<file path="src/rtl/game_pkg.sv">
// Shared types for the throw/turn game controller.
// Provides the controller state encoding, the player identifier and the
// width of the throw power value.
package game_pkg;

  localparam int unsigned POWER_W = 8;

  typedef enum logic [2:0] {
    ST_IDLE       = 3'd0,
    ST_WAIT_PRESS = 3'd1,
    ST_CHARGE     = 3'd2,
    ST_WAIT_ANIM  = 3'd3,
    ST_FLIGHT     = 3'd4,
    ST_SWITCH     = 3'd5
  } ctrl_state_t;

  typedef enum logic {
    CAT = 1'b0,
    DOG = 1'b1
  } player_t;

  // States in which the active player's turn_active is asserted.
  function automatic logic is_turn_state(input ctrl_state_t s);
    return (s == ST_WAIT_PRESS) || (s == ST_CHARGE) ||
           (s == ST_WAIT_ANIM)  || (s == ST_FLIGHT);
  endfunction

endpackage

</file>
<file path="src/rtl/power_charger.sv">
// Throw power accumulator: a clock divider plus a saturating power counter.
// Ports:
//   clk, rst  : clock, synchronous active-high reset
//   load      : restart charging, power <= POWER_MIN
//   enable    : charging phase active
//   hold      : freeze divider and power while enabled
//   power     : registered power value
module power_charger
  import game_pkg::*;
#(
  parameter int unsigned        CHARGE_DIV = 650000,
  parameter logic [POWER_W-1:0] POWER_MIN  = 8'd1,
  parameter logic [POWER_W-1:0] POWER_MAX  = 8'd100
) (
  input  logic               clk,
  input  logic               rst,
  input  logic               load,
  input  logic               enable,
  input  logic               hold,
  output logic [POWER_W-1:0] power
);

  localparam int unsigned DIV_W = (CHARGE_DIV > 1) ? $clog2(CHARGE_DIV) : 1;
  // The load cycle already counts as the first charging cycle.
  localparam logic [DIV_W-1:0] DIV_START = (CHARGE_DIV > 1) ? DIV_W'(1) : '0;
  localparam logic [DIV_W-1:0] DIV_LAST  = DIV_W'(CHARGE_DIV - 1);

  logic [DIV_W-1:0]   div_q, div_d;
  logic [POWER_W-1:0] power_q, power_d;

  // Next divider/power value.
  always_comb begin
    div_d   = div_q;
    power_d = power_q;
    if (load) begin
      div_d   = DIV_START;
      power_d = POWER_MIN;
    end else if (enable && !hold) begin
      if (div_q == DIV_LAST) begin
        div_d = '0;
        if (power_q < POWER_MAX) begin
          power_d = power_q + POWER_W'(1);
        end
      end else begin
        div_d = div_q + DIV_W'(1);
      end
    end
  end

  always_ff @(posedge clk) begin
    if (rst) begin
      div_q   <= '0;
      power_q <= '0;
    end else begin
      div_q   <= div_d;
      power_q <= power_d;
    end
  end

  assign power = power_q;

endmodule

</file>
<file path="src/rtl/throw_turn_ctrl.sv">
// Turn/throw handshake controller for the cat and dog players.
// Measures throw power from button hold time, commands the active sprite to
// throw, launches the projectile after the throw animation, waits for it to
// land and hands the turn over.
// Ports:
//   clk, rst             : clock, synchronous active-high reset
//   start                : one-cycle game start pulse (honoured in IDLE only)
//   game_over            : level, forces IDLE with priority over all events
//   btn                  : synchronised throw button
//   throw_complete_cat/dog : sprite throw-finished pulses
//   projectile_done      : projectile finished pulse
//   turn_cat/dog         : turn_active to each sprite drawer
//   throw_command_cat/dog: throw_command to each sprite drawer
//   power                : charged throw power
//   launch               : one-cycle projectile start pulse
//   thrower              : active player (0 cat, 1 dog)
// Build option: define TURN_TIMEOUT_EN to pass the turn after TIMEOUT_CYCLES
// idle cycles in WAIT_PRESS.
module throw_turn_ctrl
  import game_pkg::*;
#(
  parameter int unsigned        CHARGE_DIV     = 650000,
  parameter logic [POWER_W-1:0] POWER_MIN      = 8'd1,
  parameter logic [POWER_W-1:0] POWER_MAX      = 8'd100,
  parameter logic               FIRST_DOG      = 1'b0,
  parameter logic [31:0]        TIMEOUT_CYCLES = 32'd650000000
) (
  input  logic               clk,
  input  logic               rst,
  input  logic               start,
  input  logic               game_over,
  input  logic               btn,
  input  logic               throw_complete_cat,
  input  logic               throw_complete_dog,
  input  logic               projectile_done,
  output logic               turn_cat,
  output logic               turn_dog,
  output logic               throw_command_cat,
  output logic               throw_command_dog,
  output logic [POWER_W-1:0] power,
  output logic               launch,
  output logic               thrower
);

  ctrl_state_t state_q, state_d;
  player_t     thrower_q, thrower_d;
  logic        btn_prev_q;
  logic        launch_q, launch_d;
  logic        turn_cat_q, turn_cat_d;
  logic        turn_dog_q, turn_dog_d;
  logic        cmd_cat_q, cmd_cat_d;
  logic        cmd_dog_q, cmd_dog_d;
  logic        press_c;
  logic        tc_active_c;
  logic        chg_load_c;
  logic        chg_enable_c;

`ifdef TURN_TIMEOUT_EN
  logic [31:0] idle_cnt_q, idle_cnt_d;
`else
  logic        timeout_unused;
  assign timeout_unused = ^TIMEOUT_CYCLES;
`endif

  assign press_c     = btn && !btn_prev_q;
  assign tc_active_c = (thrower_q == DOG) ? throw_complete_dog : throw_complete_cat;

  // Next state, handshake outputs and charger control.
  always_comb begin
    state_d    = state_q;
    thrower_d  = thrower_q;
    launch_d   = 1'b0;
    chg_load_c = 1'b0;
`ifdef TURN_TIMEOUT_EN
    idle_cnt_d = idle_cnt_q;
`endif

    if (game_over) begin
      state_d = ST_IDLE;
    end else begin
      case (state_q)
        ST_IDLE: begin
          if (start) begin
            thrower_d = player_t'(FIRST_DOG);
            state_d   = ST_WAIT_PRESS;
          end
        end
        ST_WAIT_PRESS: begin
          if (press_c) begin
            chg_load_c = 1'b1;
            state_d    = ST_CHARGE;
          end
`ifdef TURN_TIMEOUT_EN
          else if (idle_cnt_q == TIMEOUT_CYCLES - 32'd1) begin
            state_d = ST_SWITCH;
          end else begin
            idle_cnt_d = idle_cnt_q + 32'd1;
          end
`endif
        end
        ST_CHARGE: begin
          if (!btn) begin
            state_d = ST_WAIT_ANIM;
          end
        end
        ST_WAIT_ANIM: begin
          if (tc_active_c) begin
            launch_d = 1'b1;
            state_d  = ST_FLIGHT;
          end
        end
        ST_FLIGHT: begin
          if (projectile_done) begin
            state_d = ST_SWITCH;
          end
        end
        ST_SWITCH: begin
          thrower_d = (thrower_q == CAT) ? DOG : CAT;
          state_d   = ST_WAIT_PRESS;
        end
        default: begin
          state_d = ST_IDLE;
        end
      endcase
    end

`ifdef TURN_TIMEOUT_EN
    if ((state_d == ST_WAIT_PRESS) && (state_q != ST_WAIT_PRESS)) begin
      idle_cnt_d = '0;
    end
`endif

    // Outputs follow the next state so they line up with it on the same edge.
    turn_cat_d = is_turn_state(state_d) && (thrower_d == CAT);
    turn_dog_d = is_turn_state(state_d) && (thrower_d == DOG);
    cmd_cat_d  = (state_d == ST_CHARGE) && (thrower_d == CAT);
    cmd_dog_d  = (state_d == ST_CHARGE) && (thrower_d == DOG);
  end

  assign chg_enable_c = (state_q == ST_CHARGE) && !game_over;

  power_charger #(
    .CHARGE_DIV (CHARGE_DIV),
    .POWER_MIN  (POWER_MIN),
    .POWER_MAX  (POWER_MAX)
  ) u_power_charger (
    .clk    (clk),
    .rst    (rst),
    .load   (chg_load_c),
    .enable (chg_enable_c),
    .hold   (!btn),
    .power  (power)
  );

  always_ff @(posedge clk) begin
    if (rst) begin
      state_q    <= ST_IDLE;
      thrower_q  <= player_t'(FIRST_DOG);
      btn_prev_q <= 1'b0;
      launch_q   <= 1'b0;
      turn_cat_q <= 1'b0;
      turn_dog_q <= 1'b0;
      cmd_cat_q  <= 1'b0;
      cmd_dog_q  <= 1'b0;
    end else begin
      state_q    <= state_d;
      thrower_q  <= thrower_d;
      btn_prev_q <= btn;
      launch_q   <= launch_d;
      turn_cat_q <= turn_cat_d;
      turn_dog_q <= turn_dog_d;
      cmd_cat_q  <= cmd_cat_d;
      cmd_dog_q  <= cmd_dog_d;
    end
  end

`ifdef TURN_TIMEOUT_EN
  always_ff @(posedge clk) begin
    if (rst) begin
      idle_cnt_q <= '0;
    end else begin
      idle_cnt_q <= idle_cnt_d;
    end
  end
`endif

  assign turn_cat          = turn_cat_q;
  assign turn_dog          = turn_dog_q;
  assign throw_command_cat = cmd_cat_q;
  assign throw_command_dog = cmd_dog_q;
  assign launch            = launch_q;
  assign thrower           = logic'(thrower_q);

endmodule
</file>
<file path="config.mk">
export PLATFORM = sky130hd
export DESIGN_NAME = throw_turn_ctrl
export DESIGN_NICKNAME = d
export VERILOG_FILES = /design/src/rtl/game_pkg.sv /design/src/rtl/power_charger.sv /design/src/rtl/throw_turn_ctrl.sv
export SDC_FILE = /design/constraint.sdc
export NUM_CORES = 1
export LEC_CHECK = 0
export ABC_AREA = 1
export BUFFER_PORTS_ARGS = -buffer_cell sky130_fd_sc_hd__buf_2
export CORE_UTILIZATION = 35
export DETAILED_ROUTE_END_ITERATION = 8
export HOLD_SLACK_MARGIN = 0.02
export PLACE_DENSITY = 0.52
export SETUP_SLACK_MARGIN = 0.5
export SLEW_MARGIN = 20
export SYNTH_ARGS = -nofsm -noshare
export SYNTH_HDL_FRONTEND = slang
export SYNTH_SLANG_ARGS = --single-unit
</file>
<file path="constraint.sdc">
create_clock -name clk -period 2 [get_ports clk]
set_input_delay 0.2 -clock clk [delete_from_list [all_inputs] [get_ports clk]]
set_output_delay 0.2 -clock clk [all_outputs]
set_load 0.03 [all_outputs]
</file>
Word level (Yosys, flattened, before mapping)
Index checks and enable logic that the tools add are counted.
{"block": "word_totals", "wordCells": 70, "in_bits": 8, "regBits": 38, "output_inout_bits": 14}
{"block": "op_classes", "add_sub_neg": 2, "eq_ne": 10, "n_lt_le_gt_ge": 1, "n_mux": 23, "n_bitwise": 2, "reduce_logical": 20}
{"operator": "20-bit by 1-bit adder with 20-bit output (second input constant)", "n": 1}
{"operator": "20-bit == test (second input constant)", "n": 1}
{"operator": "20-bit two-way mux", "n": 1}
{"operator": "3-bit two-way mux", "n": 6}
{"operator": "3-bit case mux with 6 select lines", "n": 1}
{"operator": "1-bit two-way mux", "n": 14}
{"operator": "3-bit by 2-bit == test with 1-bit output (second input constant)", "n": 4}
{"operator": "3-bit == test (second input constant)", "n": 3}
{"operator": "8-bit by 1-bit adder with 8-bit output (second input constant)", "n": 1}
{"operator": "8-bit by 7-bit less-than comparator with 1-bit output (second input constant)", "n": 1}
{"operator": "1-bit logical AND", "n": 7}
{"operator": "3-bit by 1-bit == test with 1-bit output (second input constant)", "n": 2}
{"operator": "3-bit AND reduction", "n": 2}
{"operator": "2-bit nonzero test", "n": 3}
{"operator": "3-bit zero test", "n": 1}
{"operator": "1-bit logical OR", "n": 3}
{"operator": "3-bit OR reduction", "n": 1}
{"operator": "1-bit zero test", "n": 2}
{"operator": "1-bit inverter", "n": 2}
{"operator": "1-bit case mux with 2 select lines", "n": 1}
{"operator": "2-bit OR reduction", "n": 1}

Depth between registers and ports, before layout
Gate-level depths: netlist of the first run.
{"block": "logic_depth", "word_depth": 10, "mapped_depth": 12, "ltp_nobuf": 12}

Cells and area by module
From an unflattened synthesis of the first run, not the netlist that was laid out.
{"block": "hier_totals", "hier_cells": 308, "hier_area_um2": 2157.1}
{"mod": "power_charger", "n_inst": 1, "seq_area_each_um2": 560.5, "area_per_inst_um2": 1670.4, "cells_each": 240}
{"mod": "throw_turn_ctrl", "n_inst": 1, "seq_area_each_um2": 200.2, "area_per_inst_um2": 486.7, "cells_each": 68}

Worst setup path after synthesis of the first run
No wires, ideal clock.
{"block": "synth_timing", "path_type": "register -> register", "startpoint": "reg u_power_charger.div_q[0]", "endpoint": "reg u_power_charger.power_q[2], in the netlist u_power_charger.power[2]", "required_ns": 1.883, "n_path_buf": 0, "slack_ns": 0.529, "setup_ns": 0.117, "arrival_ns": 1.355, "path_stages_with_launch": 9, "synth_period_minus_slack_ns": 1.471, "path_cell_list": "dfxtp_1 ha_1 nand3_2 nor2_2 nand3_2 nor2_1 nand2_1 nand2_1 a21oi_1"}
{"block": "synth_via", "elab_chain_len": 2}
{"item": "start: declaration", "line": "power_charger.sv:28", "source": "logic [DIV_W-1:0] div_q, div_d;"}
{"item": "start signal: assignment", "line": "power_charger.sv:55", "source": "div_q <= div_d;"}
{"item": "20-bit == test", "line": "power_charger.sv:39", "source": "if (div_q == DIV_LAST) begin"}
{"item": "3-bit AND reduction (no line)"}
{"item": "end signal: assignment", "line": "power_charger.sv:56", "source": "power_q <= power_d;"}
{"item": "end: declaration", "line": "power_charger.sv:29", "source": "logic [POWER_W-1:0] power_q, power_d;"}
Every way passes these cells.
A chain may end at the register's enable or synchronous reset.

Worst setup path after layout of the first run
{"block": "layout_timing", "startpoint": "reg u_power_charger.div_q[8]", "endpoint": "reg u_power_charger.power_q[5], in the netlist u_power_charger.power[5]"}
The elaborated chain is that of the path after synthesis.

==> results of run 1 <==
[Yosys cell counts, types with 3 or more instances]
cell,count,area [um2]
inv_1,31,116
nand3_1,25,125
nor2_4,3,33.8
xnor2_1,3,26.3
nor2_2,4,25.0
nand2_1,100,375
nand4_1,10,62.6
a21oi_1,15,75.1
xor2_1,7,61.3
nand3_2,3,30.0
nor2_1,49,184
dfxtp_1,38,761
nor3_1,10,50.1
[worst max-delay path, cell delays in order, from the launching register on]
cell	delay, ns
dfxtp_2	0.40
nand4_1	0.15
nor2_2	0.21
nand3_4	0.14
nor3_4	0.30
nand2_1	0.12
a21oi_2	0.14
[cell families after synthesis]
group / share of synthesized area (%)
compound gates: 7.41
fa+ha+maj: 1.13
flops: 34.4
xor+xnor: 3.96
simple gates: 45.6
buf+inv: 7.47
[report_power, final]
group / leakage [uW] / internal (uW) / switching, uW
sequential: 0.000317 / 754 / 3.69
combinational: 0.000739 / 26.8 / 46.2
clock: 0.0000714 / 532 / 293
[metal layers]
metal	part of all wire (%)	wire, um	global-route usage (%)	vias up
met5	0	0	0	-
met1	49	2670	23.4	966
met4	1.3	71	5.89	0
li1	-	-	-	1145
met2	47	2570	29.3	30
met3	2.7	148	3.33	8
[registers in the layout, summed over array words and instances (netlist names)]
signal and flops:
state_q 3, throw_command_dog 1, turn_dog 1, turn_cat 1, launch 1, thrower 1, u_power_charger.power 8, u_power_charger.div_q 20
btn_prev_q 1, throw_command_cat 1
[worst paths after layout]
path | endpoint | slack (ns) | cells after the start
max | u_power_charger.power[5] | 0.48 | 6
min | launch | 0.08 | 2
max reg2reg | u_power_charger.power[5] | 0.48 | 6
min reg2reg | u_power_charger.power[7] | 0.46 | 2
[cell usage in the layout (no fill, tap or decap), drive strengths merged]
master  synthesis  routed
nand2         102     102
nor2           56      56
buf             4      41
dfxtp          38      38
inv            33      33
nand3          29      29
a21oi          17      17
nor3           12      12
nand4          11      11
xor2            7       7
clkbuf          1       6
xnor2           3       3
or2             3       3
o21ai           2       2
and2            2       2
bufinv          0       2
o21bai          2       2
ha              2       2
o31ai           1       1
nand3b          1       1
a31o            1       1
nor3b           1       1
a211oi          1       1
a31oi           1       1
[timing repair]
item                       4_1_cts  5_1_grt
resized for setup                9       38
setup endpoints to repair       19       29
setup buffers                    6       10
pin swaps                        3       14
[cell type report]
class / instances / area share (%)
clock buffer: 6 / 2.93
clock inverter: 2 / 2.13
inverter: 33 / 4.40
multi-input combinational: 254 / 49.1
sequential: 38 / 28.2
tap: 75 / 3.33
timing repair buffer: 41 / 9.91
[stage by stage]
stage	hold slack [ns]	power, uW	instances	util, %	instance area [um2]
finish	0.0840	1660	449	46.7	2820
global route	0.101	1720	449	46.7	2820
CTS	0.0751	1680	439	43.8	2640
detailed placement	0.402	847	425	39.8	2400
global placement	0.401	848	425	39.8	2400
floorplan	0.279	826	330	-	2210
==> metrics.md, run 1 <==
| Metric | Value |
|---|---|
| Flops & latches, synth | 38 |
| Hold Crit Start | game_over |
| GP Congestion | 0.821 |
| Post-synth EDFFs | 0 |
| Die area | 6640 um2 |
| Post-Syn Area | 2210 um2 |
| Final WL | 5460 um |
| FF/Latch Area | 795 um2 |
| Setup violators final | 0 |
| FFs w/ async S/R, synth | 0% |
| Worst Clk Skew | 0.00571 ns |
| Crit path from | u_power_charger.div_q[8] |
| YS warnings | 0 |
| Total negative setup slack | 0 ns |
| Final Hold Fails | 0 |
| CTS tree | yes |
| WL/cell | 12.2 um |
| Clock sink count | 38 |
| Worst Setup End Kind | register |
| Fin. max-slew vios | 0 |
| CP arrival | 1.76 ns |
| Die W | 81.5 um |
| Remaining antenna violation count | 0 |
| Worst-path clk slew | 0.08 ns |
| Setup crit start kind | register |
| Iteration-0 DRC Markers | 105 |
| RSZ-0062 raised after global routing | yes |
| Pin count of the biggest net entering global routing | 20 |
| Peak Freq | 656 MHz |
| Antenna Cells | 0 |
| Via Count | 2149 |
| Slew margin rel. | 69.4% |
| DP Wirelength | 3920 um |
| Layout area overhead | 27.3% |
| First-pass GRT wire length | 9000 um |
| Max VDD drop | 0.000355 V |
| DRC viols | 0 |
| Post-CTS Hold Fix Bufs | 0 |
| CTS HTree Levels | 2 |
| Register area share after synthesis | 34.4% |
| Worst-Margin Slew | 0.456 ns |
| Syn Nets | 340 |
| Port bufs | 21 |
| Path type of the worst min-delay path | input pin to register |
| Share of cells above drive strength 1 | 27.8% |
| Worst-Skew Late Latency | 0.30 ns |
| Total track usage | 17.9% |
| Mean Syn Cell Area | 6.70 um2 |
| Max Cap Viol | 0 |
| Reg2Reg Launch Point | u_power_charger.div_q[8] |
| Die H | 81.5 um |
| Root Buffer | clkbuf_8 |
| # rows | 28 |
| Vias in the first global route | 1932 |
| Crit Path Category | register to register |
| Status | completed |
| Core footprint | 6030 um2 |
| Setup WS post-layout | 0.476 ns |
| Place WS | 0.273 ns |
| Area of the multi-input gates | 1380 um2 |
| Power density cells | 588 nW/um2 |
| Max Fanout on Critical Path | 6 |
| Initial antenna violation count | 0 |
| # fillers | 617 |
| GR Overflow Total | 0 |
| Min Tclk post-route | 1.52 ns |
| Final net count | 383 |
| Leakage power | 0.00113 uW |
| Syn Inst Count | 330 |
| Final period util | 76.2% |
| Distinct cells, synth | 36 |
| Via density | 4.79 |
| Top_reg_cell synth | dfxtp_1 |
| DRT Pass-1 Iters | 4 |
| Initial Utilization | 36.7% |
| Num CTS Buffers | 5 |
| Top Ports | 22 |
| Crit path required time | 2.24 ns |
| Clock tree buffer depth | 2 |
Note: power is estimated with default switching activity, not from simulation.
==> inputs of run 2 (changes only) <==
PLACE_DENSITY = 0.54   (was 0.52)
clock period = 1.3 ns   (was 2 ns; I/O delays follow)
==> run 2 against run 1 <==
The run now ends with negative setup slack left. Sequential share of layout area down 6.8 points. Die area stayed put. Power is 47% higher. Setup slack worse by 0.62 ns. Combinational power rose to 2.8 times the previous value. Clock power increased by 30%. Count of clock-buffer cells in the layout fell by 1. Non-clock buffer count is 68 higher. Design area rose by 35%. Global-route usage grew 3.9 points. Highest routed layer unchanged.
==> metrics.md, run 2 (same netlist as run 1, synthesis figures left out) <==
| Metric | Value |
|---|---|
| Die W | 81.5 um (unchanged) |
| Setup crit start kind | register |
| Top Ports | 22 (unchanged) |
| Min Tclk post-route | 1.44 ns (-0.0821 ns) |
| Top delay family on crit path | simple AND/OR/NAND/NOR gates |
| Slowest Stage Delay on Critical Path | 0.37 ns (-0.03 ns) |
| Clock sink count | 38 (unchanged) |
| Sw Share | 25.2% (+4.5 points) |
| CP arrival | 1.68 ns (-0.08 ns) |
| Reg2Reg Launch Point | state_q[2] |
| DRC viols | 0 (unchanged) |
| Max Fanout on Critical Path | 4 (-2) |
| # rows | 28 (unchanged) |
| Final Hold Fails | 0 (unchanged) |
| Number of flip-flops in the largest register | 20 (unchanged) |
| Leakage power | 0.00158 uW (+40%) |
| Antenna Cells | 0 (unchanged) |
| Initial antenna violation count | 0 (unchanged) |
| Num CTS Buffers | 5 (unchanged) |
| Root Buffer | clkbuf_8 |
| Crit Path Category | register to register |
| Critical path's slowest cell | dfxtp_2 |
| Pin count of the biggest net entering global routing | 14 (-30%) |
| Final WL | 6990 um (+28%) |
| Place WS | -0.125 ns (-0.398 ns) |
| Setup WS post-layout | -0.142 ns (-0.618 ns) |
| Via Count | 2549 (+19%) |
| WL/cell | 13.5 um (+11%) |
| Comb power frac | 8.3% (+3.9 points) |
| First-pass GRT wire length | 11000 um (+22%) |
| Iteration-0 DRC Markers | 111 (+5.7%) |
| Crit path from | state_q[2] |
| Hold Crit Start | game_over |
| Worst path bufs/invs | 2 (+2) |
| Port bufs | 21 (unchanged) |
| Clock share of power | 43.9% (-5.9 points) |
| Power density cells | 641 nW/um2 (+9.0%) |
| Worst hold margin | 0.102 ns (+0.0184 ns) |
| GR Overflow Total | 0 (unchanged) |
| Switching power | 613 uW (+79%) |
| Worst Setup End Kind | register |
| Max Cap Viol | 0 (unchanged) |
| Slew margin rel. | 80.3% (+11 points) |
| RSZ-0062 raised after global routing | yes |
| Most frequent cells in the layout | 77 x nand2_1, 63 x buf_4, 35 x nor2_1 |
| CTS HTree Levels | 2 (unchanged) |
| DRT Pass-1 Iters | 7 (+3) |
| Worst-Margin Slew | 0.295 ns (-0.161 ns) |
| Final net count | 451 (+18%) |
| Fin. max-slew vios | 0 (unchanged) |
| Share of cells above drive strength 1 | 54.5% (+27 points) |
| Core footprint | 6030 um2 (unchanged) |
| Post-CTS Hold Fix Bufs | 0 (unchanged) |
| Post-layout util | 63.0% (+16 points) |
| Die area | 6640 um2 (unchanged) |
| Worst Clk Skew | 0.00617 ns (+0.000459 ns) |
| CTS tree | yes |
| Layout area overhead | 71.7% |
| Status | finished, violations left |
| Crit path required time | 1.54 ns (-0.70 ns) |
| Reg power frac | 47.9% (+2.2 points) |
| Total track usage | 21.7% (+3.9 points) |
| Die H | 81.5 um (unchanged) |
| Path type of the worst min-delay path | input pin to register |
| Total negative setup slack | -2.36 ns (-2.36 ns) |
| Setup violators final | 29 (+29) |
| Clock tree buffer depth | 2 (unchanged) |
| Most common cell after layout, fill and taps aside | nand2_1 |
| Initial Utilization | 36.7% (unchanged) |
| Worst-path clk slew | 0.09 ns (about the same) |
| GP Congestion | 0.871 (+6.1%) |
| Top Registers | u_power_charger.div_q: 20 flops, u_power_charger.power: 8 flops, state_q: 3 flops |
| Crit-path cells | buf_6, buf_6, nor2_4, nand2_2, nand2_1, nor2_1, nand2_1, nand2_2, nand2_2, nand2_2, nand2_2, nor2_1 |
| DP Wirelength | 4460 um (+14%) |
| Max VDD drop | 0.000654 V (+84%) |
| Cell mode on critical path | nand2_2 |
| Failing checks | negative setup slack |
| Remaining antenna violation count | 0 (unchanged) |
| Internal power | 1820 uW (+39%) |
| Peak Freq | 693 MHz (+5.7%) |
| Vias in the first global route | 2435 (+26%) |
| Reg with most FFs | u_power_charger.div_q |
| Via density | 4.93 (+3.0%) |
| Final period util | 111% (+35 points) |
| Worst-Skew Late Latency | 0.30 ns (about the same) |
[run 2: cell types whose count changed in the layout (fill, tap and decap cells not counted), sizes merged]
cell      change
buf          +68
bufinv        -1
clkbuf        -1
clkinvlp      +1
inv           +1
[run 2: worst min-delay path: cells and delay by family]
kind | cells | cell delay [ns]
buf+inv | 2 | 0.20
simple gates | 1 | 0.04
[run 2: worst paths after layout]
path | endpoint | slack (ns) | cells after the start
worst max-delay path | turn_dog | -0.14 | 12
worst min-delay path | launch | 0.10 | 3
worst max register to register | turn_dog | -0.14 | 12
worst min register to register | u_power_charger.power[4] | 0.50 | 2
[run 2: per-layer routing]
layer | part of all wire (%) | GRT usage, % | up-vias | routed length, um
met3 | 3.5 | 4.33 | 14 | 245
met5 | 0 | 0 | - | 0
met4 | 2.2 | 8.57 | 0 | 152
met1 | 43 | 26.0 | 1196 | 2980
met2 | 52 | 37.8 | 55 | 3610
li1 | - | - | 1284 | -
[run 2: timing repair]
| action | 4_1_cts | 5_1_grt |
|---|---|---|
| gates cloned | 1 | 0 |
| gates resized for setup | 108 | 49 |
| setup endpoints to repair | 51 | 51 |
| pin swaps | 31 | 30 |
| buffers inserted | 17 | 8 |
[run 2: area by class of cell]
cell class	instances	area [um2]
clock buffers	5	68.8
clock inverters	3	43.8
fillers	503	2230
inverters	33	134
multi-input cells	254	1650
flip-flops and latches	38	812
well taps	75	93.8
repair buffers	109	993
[run 2: power groups by stage]
stage	Sequential (uW)	Clock (uW)	Combinational, uW
after detailed placement	1200	0	127
after global routing	1170	1140	214
after CTS	1170	1090	183
final	1160	1070	201
after floorplan	1200	0	72.4
after global placement	1200	0	126
[run 2: per-stage QoR]
stage                     power (uW)  instances  area [um2]
after floorplan                 1280        330        2290
final                           2430        517        3800
after global routing            2520        517        3800
after CTS                       2440        509        3560
after detailed placement        1320        483        2920
after global placement          1320        483        2920
==> inputs of run 3 (changes only) <==
GPL_TIMING_DRIVEN = 0   (was not set)
SLEW_MARGIN = not set   (was 20)
==> run 3 against run 2 <==
The flow still finishes with violations (negative setup slack). Count of clock-buffer cells in the layout grew 1. Power is 3.4% higher. Clock skew is essentially flat. Hold slack worse by 0.074 ns. First-iteration DRC count decreased by 16%. Design area fell by 6.9%. Utilization is 4.3 points lower. Combinational power shrank 2%. Setup slack worse by 0.016 ns. Global-route usage decreased by 1.0 points. Critical endpoint is now u_power_charger.div_q[0].
==> metrics.md, run 3 (same netlist as run 1, synthesis figures left out) <==
| Metric | Value |
|---|---|
| Status | finished, violations left |
| Failing checks | negative setup slack |
| Die H | 81.5 um (unchanged) |
| Iteration-0 DRC Markers | 93 (-16%) |
| Root Buffer | clkbuf_8 |
| Worst Setup End Kind | register |
| Max VDD drop | 0.000575 V (-12%) |
| Via Count | 2352 (-7.7%) |
| RSZ-0062 raised after global routing | yes |
| Num CTS Buffers | 5 (unchanged) |
| Leakage power | 0.00136 uW (-14%) |
| Slew margin rel. | 55.9% (-24 points) |
| GR Overflow Total | 0 (unchanged) |
| Reg2Reg Setup Slack | -0.16 ns (-0.02 ns) |
| Die area | 6640 um2 (unchanged) |
| Clock sink count | 38 (unchanged) |
| Power density cells | 712 nW/um2 (+11%) |
| R2R depth | 7 (-5) |
| Sw Share | 24.1% (-1.1 points) |
| Layout area overhead | 59.9% |
| Top Ports | 22 (unchanged) |
| CTS tree | yes |
| Crit path required time | 1.48 ns (-0.06 ns) |
| # rows | 28 (unchanged) |
| Via density | 5.06 (+2.6%) |
| Comb power frac | 7.8% (-0.5 points) |
| CTS HTree Levels | 2 (unchanged) |
| Most frequent cells in the layout | 74 x nand2_1, 30 x buf_6, 29 x nor2_1 |
| Number of flip-flops in the largest register | 20 (unchanged) |
| Initial antenna violation count | 0 (unchanged) |
| Final WL | 6410 um (-8.3%) |
| CP arrival | 1.63 ns (-0.05 ns) |
| Min Tclk post-route | 1.46 ns (+0.0161 ns) |
| Total negative setup slack | -2.69 ns (-0.332 ns) |
| # fillers | 540 (+7.4%) |
| WL/cell | 13.8 um (+2.0%) |
| Worst-Skew Late Latency | 0.31 ns (about the same) |
| Fin. max-slew vios | 0 (unchanged) |
| Share of cells above drive strength 1 | 53.8% (-0.68 points) |
| Final period util | 112% (+1.2 points) |
| Vias in the first global route | 2257 (-7.3%) |
| Worst reg2reg endpoint | u_power_charger.div_q[0] |
| Clock tree buffer depth | 2 (unchanged) |
| Max Fanout on Critical Path | 3 (-1) |
| Path type of the worst min-delay path | input pin to register |
| Initial Utilization | 36.7% (unchanged) |
| Core footprint | 6030 um2 (unchanged) |
| Max Cap Viol | 0 (unchanged) |
| Worst-path clk slew | 0.08 ns (about the same) |
| Final net count | 399 (-12%) |
| Dpl cell area | 2480 um2 (-15%) |
| Crit Path Category | register to register |
| Clock share of power | 46.8% (+2.9 points) |
| Port bufs | 20 (-4.8%) |
| Top Registers | u_power_charger.div_q: 20 flops, u_power_charger.power: 8 flops, state_q: 3 flops |
| Setup crit start kind | register |
| Die W | 81.5 um (unchanged) |
| DRC viols | 0 (unchanged) |
| Crit path from | u_power_charger.div_q[1] |
| Reg power frac | 45.4% (-2.5 points) |
| Final Hold Fails | 0 (unchanged) |
| Setup WS post-layout | -0.158 ns (-0.0161 ns) |
| DRT Pass-1 Iters | 4 (-3) |
| Worst Clk Skew | 0.00654 ns (+0.000375 ns) |
| First-pass GRT wire length | 10400 um (-5.8%) |
| Peak Freq | 686 MHz (-1.1%) |
| Switching power | 607 uW (-1.0%) |
| Remaining antenna violation count | 0 (unchanged) |
| Worst-Margin Slew | 0.661 ns (+0.366 ns) |
| Most common cell after layout, fill and taps aside | nand2_1 |
| Setup violators final | 32 (+10%) |
| Antenna Cells | 0 (unchanged) |
| Total track usage | 20.7% (-1.0 points) |
| FF/Latch Area | 855 um2 (+5.2%) |
| Final Cell Area | 3540 um2 (-6.9%) |
| Pin count of the biggest net entering global routing | 14 (unchanged) |
| Place WS | -0.304 ns (-0.179 ns) |
| Internal power | 1910 uW (+4.9%) |
| Reg2Reg Launch Point | u_power_charger.div_q[1] |
| GP Congestion | 0.899 (+3.2%) |
| End of the critical path | u_power_charger.div_q[0] |
| DP Wirelength | 3870 um (-13%) |
| Reg with most FFs | u_power_charger.div_q |
| Area of the multi-input gates | 1730 um2 (+4.8%) |
==> run 3: metrics by stage <==
step / power, uW / instances / hold slack [ns] / util, %
floorplan: 1280 / 330 / 0.209 / -
global placement: 1310 / 425 / 0.357 / 41.2
detailed placement: 1310 / 425 / 0.347 / 41.2
CTS: 2550 / 460 / 0.00288 / 54.3
global route: 2610 / 465 / 0.0206 / 58.7
finish: 2520 / 465 / 0.0283 / 58.7
==> run 3: final cells by class <==
type / count / area share, %
multi-input combinational: 254 / 48.9
sequential: 38 / 24.2
timing repair buffer: 52 / 15.1
inverter: 33 / 3.64
clock buffer: 6 / 2.65
tap: 75 / 2.65
buffer: 5 / 1.73
clock inverter: 2 / 1.10
==> run 3: critical path, stage by stage, from the launching register on <==
cell     delay, ns
dfxtp_4       0.37
ha_4          0.15
nand3_4       0.09
nor2_4        0.12
nand4_1       0.21
buf_4         0.22
a31oi_4       0.11
nor2_1        0.05
==> run 3: power groups by stage <==
stage / sequential (uW) / combinational, uW / clock (uW)
after floorplan: 1200 / 72.4 / 0
after CTS: 1150 / 177 / 1220
after global placement: 1200 / 111 / 0
after global routing: 1140 / 211 / 1260
final: 1140 / 197 / 1180
after detailed placement: 1200 / 111 / 0
==> run 3: worst min-delay path by stage <==
stage                     startpoint      to  slack, ns  cells past startpoint
after floorplan            game_over  launch       0.21                      1
after global placement     game_over  launch       0.36                      2
after detailed placement   game_over  launch       0.35                      2
after CTS                  game_over  launch      0.003                      2
after global routing       game_over  launch       0.02                      2
final                      game_over  launch       0.03                      2
==> run 3: what timing repair did <==
item,CTS,global route
resized for setup,129,70
setup buffers,25,5
hold endpoints to repair,1,1
pin swaps,44,49
gates cloned,2,0
endpoints found under the setup margin,51,51
==> run 3: routing by layer <==
layer  global-route usage (%)  part of all wire, %  vias to the layer above
li1                         -                    -                     1182
met1                     25.5                   44                     1120
met2                     35.9                   50                       40
met3                     4.89                  4.6                       10
met4                     5.18                  1.4                        0
met5                        0                    0                        -
